File: config.mk
export PLATFORM = sky130hd
export DESIGN_NAME = switch_reader
export DESIGN_NICKNAME = d
export VERILOG_FILES = /design/src/rtl/switch_reader_pkg.sv /design/src/rtl/input_debouncer.sv /design/src/rtl/switch_reader.sv
export SDC_FILE = /design/constraint.sdc
export NUM_CORES = 1
export LEC_CHECK = 0
export CAP_MARGIN = 20
export CORE_ASPECT_RATIO = 0.75
export CORE_UTILIZATION = 55
export CTS_BUF_LIST = sky130_fd_sc_hd__clkbuf_2 sky130_fd_sc_hd__clkbuf_4 sky130_fd_sc_hd__clkbuf_8
export CTS_CLUSTER_SIZE = 24
export DETAILED_ROUTE_END_ITERATION = 7
export PLACE_DENSITY = 0.86
export SYNTH_ARGS = -nofsm -noshare
export SYNTH_HDL_FRONTEND = slang
export SYNTH_SLANG_ARGS = --single-unit
File: constraint.sdc
create_clock -name clk -period 4.1 [get_ports clk]
set_input_delay 0.82 -clock clk [delete_from_list [all_inputs] [get_ports clk]]
set_output_delay 0.82 -clock clk [all_outputs]
set_load 0.05 [all_outputs]
File: src/rtl/switch_reader_pkg.sv
// Shared constants for the switch/button read peripheral: register select
// encoding, BUTTON word field positions and default input widths.
package switch_reader_pkg;

  typedef enum logic {
    SEL_SWITCH = 1'b0,
    SEL_BUTTON = 1'b1
  } sel_e;

  localparam int unsigned SW_W          = 24;
  localparam int unsigned BTN_W         = 5;
  localparam int unsigned BTN_STATE_LSB = 0;
  localparam int unsigned BTN_FLAG_LSB  = 8;

endpackage

File: src/rtl/input_debouncer.sv
// Per-bit two-flop synchroniser plus tick-sampled 3-of-3 debounce filter.
// rise pulses for one cycle, aligned with the updated d, on a 0->1 change.
module input_debouncer #(
  parameter int unsigned W = 1
) (
  input  logic         clk,
  input  logic         rst,
  input  logic         tick,
  input  logic [W-1:0] raw,
  output logic [W-1:0] d,
  output logic [W-1:0] rise
);
  import switch_reader_pkg::*;

  logic [W-1:0] sync1;
  logic [W-1:0] s;
  logic [W-1:0] h0;
  logic [W-1:0] h1;
  logic [W-1:0] agree;
  logic [W-1:0] d_next;

  // A bit follows s only when the current sample and both held samples agree.
  always_comb begin
    agree  = ~(s ^ h0) & ~(s ^ h1);
    d_next = (agree & s) | (~agree & d);
  end

  always_ff @(posedge clk) begin
    if (rst) begin
      sync1 <= '0;
      s     <= '0;
      h0    <= '0;
      h1    <= '0;
      d     <= '0;
      rise  <= '0;
    end else begin
      sync1 <= raw;
      s     <= sync1;
      rise  <= '0;
      if (tick) begin
        h0   <= s;
        h1   <= h0;
        d    <= d_next;
        rise <= d_next & ~d;
      end
    end
  end

endmodule

File: src/rtl/switch_reader.sv
// Memory-mapped switch/button reader: debounced inputs, sticky press flags,
// one-cycle-latency read port and a level interrupt from the flags.
module switch_reader #(
  parameter int unsigned SW_W     = switch_reader_pkg::SW_W,
  parameter int unsigned BTN_W    = switch_reader_pkg::BTN_W,
  parameter int unsigned TICK_DIV = 100000
) (
  input  logic              clk,
  input  logic              rst,
  input  logic [SW_W-1:0]   sw,
  input  logic [BTN_W-1:0]  btn,
  input  logic              ren,
  input  logic              sel,
  output logic [31:0]       rdata,
  output logic              rvalid,
  output logic              irq
);
  import switch_reader_pkg::*;

  localparam int unsigned CNT_W = (TICK_DIV > 2) ? $clog2(TICK_DIV) : 1;

  logic [CNT_W-1:0] cnt;
  logic             tick;
  logic [SW_W-1:0]  sw_d;
  logic [SW_W-1:0]  sw_rise;
  logic [BTN_W-1:0] btn_d;
  logic [BTN_W-1:0] press;
  logic [BTN_W-1:0] flag;
  logic             clr;
  logic [31:0]      rword;

  input_debouncer #(.W(SW_W)) u_sw_deb (
    .clk  (clk),
    .rst  (rst),
    .tick (tick),
    .raw  (sw),
    .d    (sw_d),
    .rise (sw_rise)
  );

  input_debouncer #(.W(BTN_W)) u_btn_deb (
    .clk  (clk),
    .rst  (rst),
    .tick (tick),
    .raw  (btn),
    .d    (btn_d),
    .rise (press)
  );

  always_comb begin
    tick  = (cnt == CNT_W'(TICK_DIV - 1));
    clr   = ren && (sel == SEL_BUTTON);
    irq   = |flag;
    rword = '0;
    if (sel == SEL_BUTTON) begin
      rword[BTN_STATE_LSB +: BTN_W] = btn_d;
      rword[BTN_FLAG_LSB  +: BTN_W] = flag;
    end else begin
      rword[SW_W-1:0] = sw_d;
    end
  end

  // rword samples flag before this edge's update, so a colliding read sees
  // the pre-set value while the press still wins in flag.
  always_ff @(posedge clk) begin
    if (rst) begin
      cnt    <= '0;
      flag   <= '0;
      rdata  <= '0;
      rvalid <= 1'b0;
    end else begin
      cnt    <= tick ? '0 : cnt + 1'b1;
      flag   <= (flag & ~{BTN_W{clr}}) | press;
      rvalid <= ren;
      if (ren) begin
        rdata <= rword;
      end
    end
  end

endmodule

==> run summary, run 1 <==
outcome: finished clean
max frequency: 0.382 GHz
count of final hold-check violations: 0
critical path required time: 3.28 ns
VDD IR max: 0.000205 V
crit path kind: flop to output pin
pwr dens: 418 nW/um^2
Leak: 0.00271 uW
# port buffers: 58
largest family of logic cells by synthesized area: simple AND/OR/NAND/NOR gates
clk sinks: 197
Synth Area in Adders: 0.00179
number of flops mapped to enable cells by yosys: 0
Synth Area in Compound Gates: 0.0853
RSZ-0062 raised after global routing: false
H-tree Lvls: 4
CTS root buf: clkbuf_8
starting density of the core: 0.566
Post-Synth Simple-Gate Area: 0.253
Hold WC Path Type: flop to flop
worst stage delay on the critical path: 0.79 ns
chip height: 99.6 microns
dominant synthesized flop cell: dfxtp_1
Routed wire per std cell: 13.1 microns
startpoint types: flop
DP Wirelength: 7790 microns
CP Cell Sequence: nor3_1 > nand2_1 > clkdlybuf4s50_1
most frequent cell after synthesis: dfxtp_1
Final WS setup: 1.48 ns
first-pass GRT wire length: 21,700 microns
Max-Cap Viols: 0
synth top area cells: dfxtp_1 (56%), nand2_1 (6.6%), nor4_1 (5.6%)
Avg Inst Size Synth: 9.19 sq um
setup repair bufs after CTS: 0
RD Place Congestion: 0.850
Slew HR: 0.555
# IOs: 67
final period utilization: 0.639
area grow syn2layout: 13.8%
max-slew violations: 0
Yosys reg bits: 197
Residual DRC: 0
drt total wl: 12,700 microns
worst path bufs/invs: 1
Mapped Cells: 760
clock buffer depth: 2
fill count: 978
vias in the first global route: 4,743
Chip Width: 132 microns
Crit. End Element: output pin
die area: 13,200 sq um
largest net degree at the start of global routing: 114
actual slew at the worst max-slew pin: 0.667 ns
final setup fails: 0
CTS tree: built
Congestion Overflow GR: 0
asr flop ratio synth: 0
Final min period: 2.62 ns
post-CTS sizing: 0
share of layout cells above drive strength 1: 0.0558
1st-pass router iterations: 5
Post-DRT Antenna Nets: 0
clk_lat worst skew: 0.46 ns
total negative slack: 0 ns
Clock transition at path regs: 0.10 ns
yosys warns: 0
CP Max Fanout: 3
Post-Place Setup Slack: 1.63 ns
row count: 35
CP max stage cell: clkdlybuf4s50_1
routed vias/inst: 5.41
Post-CTS Hold Fix Bufs: 0
Post-Syn Area: 6980 sq um
mux cell area share after synthesis: 0.0344
initial antenna violation count: 0
Synth top cells by count: dfxtp_1 (197), nand2_1 (122), nor2_1 (76), a21oi_1 (65), nor4_1 (63)
sequential share of the synthesized area: 0.565
total CTS buffers: 17
Multi-input gate area: 2760 sq um
Design Power: 3320 uW
Synth area leader: dfxtp_1
drt first-iter violations: 388
Total GRT Usage: 0.205
CP top delay family: buffers and inverters
skew final: 0.0131 ns
Yosys top cell area share: 0.565
CORE AREA: 12,300 sq um
routed via count: 5,257
Synth cell types: 33
register area: 3940 sq um
n_diodes: 0
nets: 827
Synth Area in XOR/XNOR: 0.0163
WP data arrival: 1.80 ns
## power breakdown
part	leakage (uW)	switching (uW)	total, uW	internal, uW
Sequential	0.00160	18.7	1960	1950
Combinational	0.000910	92.0	155	63.2
Clock	0.000204	669	1200	533
Total	0.00271	780	3320	2540
## logic make-up after synthesis
family / Yosys count
other: 1
adders and majority gates: 1
and+or+nand+nor: 358
buffers and inverters: 60
DFF: 197
muxes: 24
AOI/OAI and AO/OA: 106
xor gates and xnor gates: 13
## path summary, 6_finish.rpt
| path | from | end | slack [ns] | depth (start not counted) |
|---|---|---|---|---|
| max | flag[1]$_SDFF_PP0_ | irq | 1.48 | 3 |
| min | u_sw_deb.sync1[8]$_SDFF_PP0_ | u_sw_deb.s[8]$_SDFF_PP0_ | 0.44 | 1 |
| max reg2reg | cnt[0]$_SDFF_PP0_ | flop | 1.64 | 6 |
| min reg2reg | u_sw_deb.sync1[8]$_SDFF_PP0_ | u_sw_deb.s[8]$_SDFF_PP0_ | 0.44 | 1 |
## routing by layer
layer | global-route usage | part of all wire | wire length (microns) | vias to the layer above
met4 | 0.0894 | 0.011 | 145 | 0
met2 | 0.317 | 0.46 | 5810 | 113
met5 | 0 | 0 | 0 | -
li1 | - | - | - | 2669
met3 | 0.0612 | 0.046 | 578 | 16
met1 | 0.266 | 0.49 | 6160 | 2459
## worst register-to-register path, cell delays in order, from the launching register on
cell and delay, ns:
dfxtp_1 0.40, ha_1 0.28, and4bb_2 0.26, and4_2 0.65
buf_12 0.33, a31oi_1 0.16, nor4_1 0.30
## cells in the final DEF, fill, tap and decap left out, drive strengths merged, types with 4 or more instances in the layout
master	instances
a211oi	10
a21oi	65
a31oi	29
buf	8
clkbuf	21
clkdlybuf4s50	56
clkinv	4
conb	8
dfxtp	197
inv	9
mux2i	24
nand2	122
nand3	7
nand4	5
nand4b	5
nor2	76
nor2b	59
nor3	9
nor4	63
xnor2	11
## metrics by stage
stage | hold slack (ns) | utilization | std cells | instance area (sq um)
2_1_floorplan | 0.413 | - | 767 | 7010
3_3_place_gp | 0.419 | 0.612 | 940 | 7560
3_5_place_dp | 0.421 | 0.612 | 940 | 7560
4_1_cts | 0.442 | 0.644 | 972 | 7950
5_1_grt | 0.459 | 0.644 | 972 | 7950
6_report | 0.440 | 0.644 | 972 | 7950
## cell type report
class,count,area share
clock inverters,11,0.0145
multi-input cells,510,0.347
clock buffers,21,0.0340
well taps,166,0.0261
repair buffers,64,0.0809
inverters,3,0.00142
flip-flops and latches,197,0.496
Power figures use the tool's default switching activity.
==> inputs of run 2 (changes only) <==
- CORE_UTILIZATION: 55 -> 53
- PLACE_DENSITY: 0.86 -> 0.87
- clock period: 4.1 -> 2.4 ns (I/O delays scaled with it)
==> run 2 against run 1 <==
Effect of this change:
- register-to-register slack got worse by 1.3 ns
- sequential share of layout area down 0.89 points
- combinational power rose by 75%
- clock-buffer cell count is 2 lower
- critical path type unchanged
==> run summary, run 2 (synthesized netlist as in run 1, its figures left out) <==
outcome: finished clean
routed vias/inst: 5.38
first-pass GRT wire length: 22,200 microns
uppermost layer routed: met4
drt total wl: 13,200 microns
hold endpoint: flag[3]$_SDFF_PP0_
Crit. End Element: output pin
DP Area: 7650 sq um
CP Max Fanout: 3
area grow syn2layout: 15.9%
most frequent cells in the layout: dfxtp_1 (197), nand2_1 (122), nor2_1 (76)
n_diodes: 0
critical path depth in cells: 3
actual slew at the worst max-slew pin: 0.635 ns
setup repair bufs after CTS: 0
met2 WL: 5860 microns
DP Wirelength: 8370 microns
Slew HR: 0.577
final instance area: 8090 sq um
CTS tree: built
Congestion Overflow GR: 0
WP data arrival: 1.78 ns
final setup fails: 0
CP Cell Sequence: nor3_1 > nand2_1 > clkdlybuf4s50_1
max frequency: 0.443 GHz
met3 wire len: 624 microns
critical path required time: 1.92 ns
chip height: 101 microns
Max-Cap Viols: 0
HP Start: rst
Chip Width: 135 microns
Worst R2R Start: cnt[0]$_SDFF_PP0_
final period utilization: 0.940
post-CTS sizing: 0
# port buffers: 58
H-tree Lvls: 4
slack of the worst reg-to-reg path: 0.34 ns
Post-DRT Antenna Nets: 0
Final min period: 2.26 ns
Hold WC Path Type: input pin to flop
row count: 35
share of layout cells above drive strength 1: 0.0628
most common cell after layout, fill and taps aside: dfxtp_1
CP top delay family: buffers and inverters
VDD IR max: 0.000480 V
fill count: 995
largest net degree at the start of global routing: 81
Total GRT Usage: 0.205
pwr dens: 737 nW/um^2
initial antenna violation count: 0
Routed wire per std cell: 13.5 microns
# IOs: 67
count of final hold-check violations: 0
clk_lat worst skew: 0.46 ns
total negative slack: 0 ns
clock buffer depth: 2
Multi-input gate area: 2760 sq um
Post-CTS Hold Fix Bufs: 0
worst path bufs/invs: 1
drt first-iter violations: 439
nets: 833
R2R depth: 6
Clock transition at path regs: 0.10 ns
Hold Slack: 0.403 ns
RD Place Congestion: 0.878
max-slew violations: 0
die area: 13,600 sq um
crit path kind: flop to output pin
vias in the first global route: 4,756
Hold Crit Depth: 2
Leak: 0.00277 uW
skew final: 0.0127 ns
1st-pass router iterations: 5
register area: 3940 sq um
starting density of the core: 0.556
CP max stage cell: clkdlybuf4s50_1
CTS root buf: clkbuf_8
routed via count: 5,264
RSZ-0062 raised after global routing: false
worst stage delay on the critical path: 0.79 ns
startpoint types: flop
clk sinks: 197
total CTS buffers: 17
Post-Route M1 WL: 6580 microns
Residual DRC: 0
CORE AREA: 12,600 sq um
## run 2: layout make-up
class	count	area share
clock buffers	19	0.0315
flip-flops and latches	197	0.487
well taps	166	0.0257
clock inverters	13	0.0238
repair buffers	70	0.0897
inverters	3	0.00139
multi-input cells	510	0.341
## run 2: power breakdown
part           switching (uW)  internal [uW]  total (uW)
combinational             160            112         271
sequential               32.6           3320        3360
clock                    1150           1190        2340
## run 2: metal layers
metal	vias to the layer above	GRT usage
met4	0	0.0631
met2	121	0.326
met3	12	0.0596
met5	-	0
met1	2450	0.270
li1	2681	-
## run 2: how the worst max path moves through the flow
stage	from	endpoint	slack (ns)
after global routing	flag[2]$_SDFF_PP0_	irq	0.03
after global placement	cnt[0]$_SDFF_PP0_	flop	0.47
after floorplan	cnt[0]$_SDFF_PP0_	u_sw_deb.h1[10]$_SDFFE_PP0N_	0.71
after detailed placement	cnt[0]$_SDFF_PP0_	flop	0.38
final	flag[2]$_SDFF_PP0_	irq	0.14
after CTS	flag[2]$_SDFF_PP0_	irq	0.11
## run 2: per-stage QoR
step           utilization  power [uW]  worst slack, ns  instances
2_1_floorplan            -        3610            0.711        767
3_3_place_gp         0.608        3700            0.470        946
3_5_place_dp         0.608        3700            0.376        946
4_1_cts              0.644        6010            0.109        978
5_1_grt              0.644        6160           0.0311        978
6_report             0.644        5970            0.143        978
## run 2: worst register-to-register path, delay by kind of cell (launching register included)
| family | cells | cell delay, ns |
|---|---|---|
| adders and majority gates | 1 | 0.26 |
| and+or+nand+nor | 3 | 0.97 |
| DFF | 1 | 0.40 |
| AOI/OAI and AO/OA | 1 | 0.11 |
| buffers and inverters | 1 | 0.23 |
==> inputs of run 3 (changes only) <==
- HOLD_SLACK_MARGIN: default -> 0.06
==> results of run 3 <==
The final DEF is identical to that of run 2; final timing and power are the same.
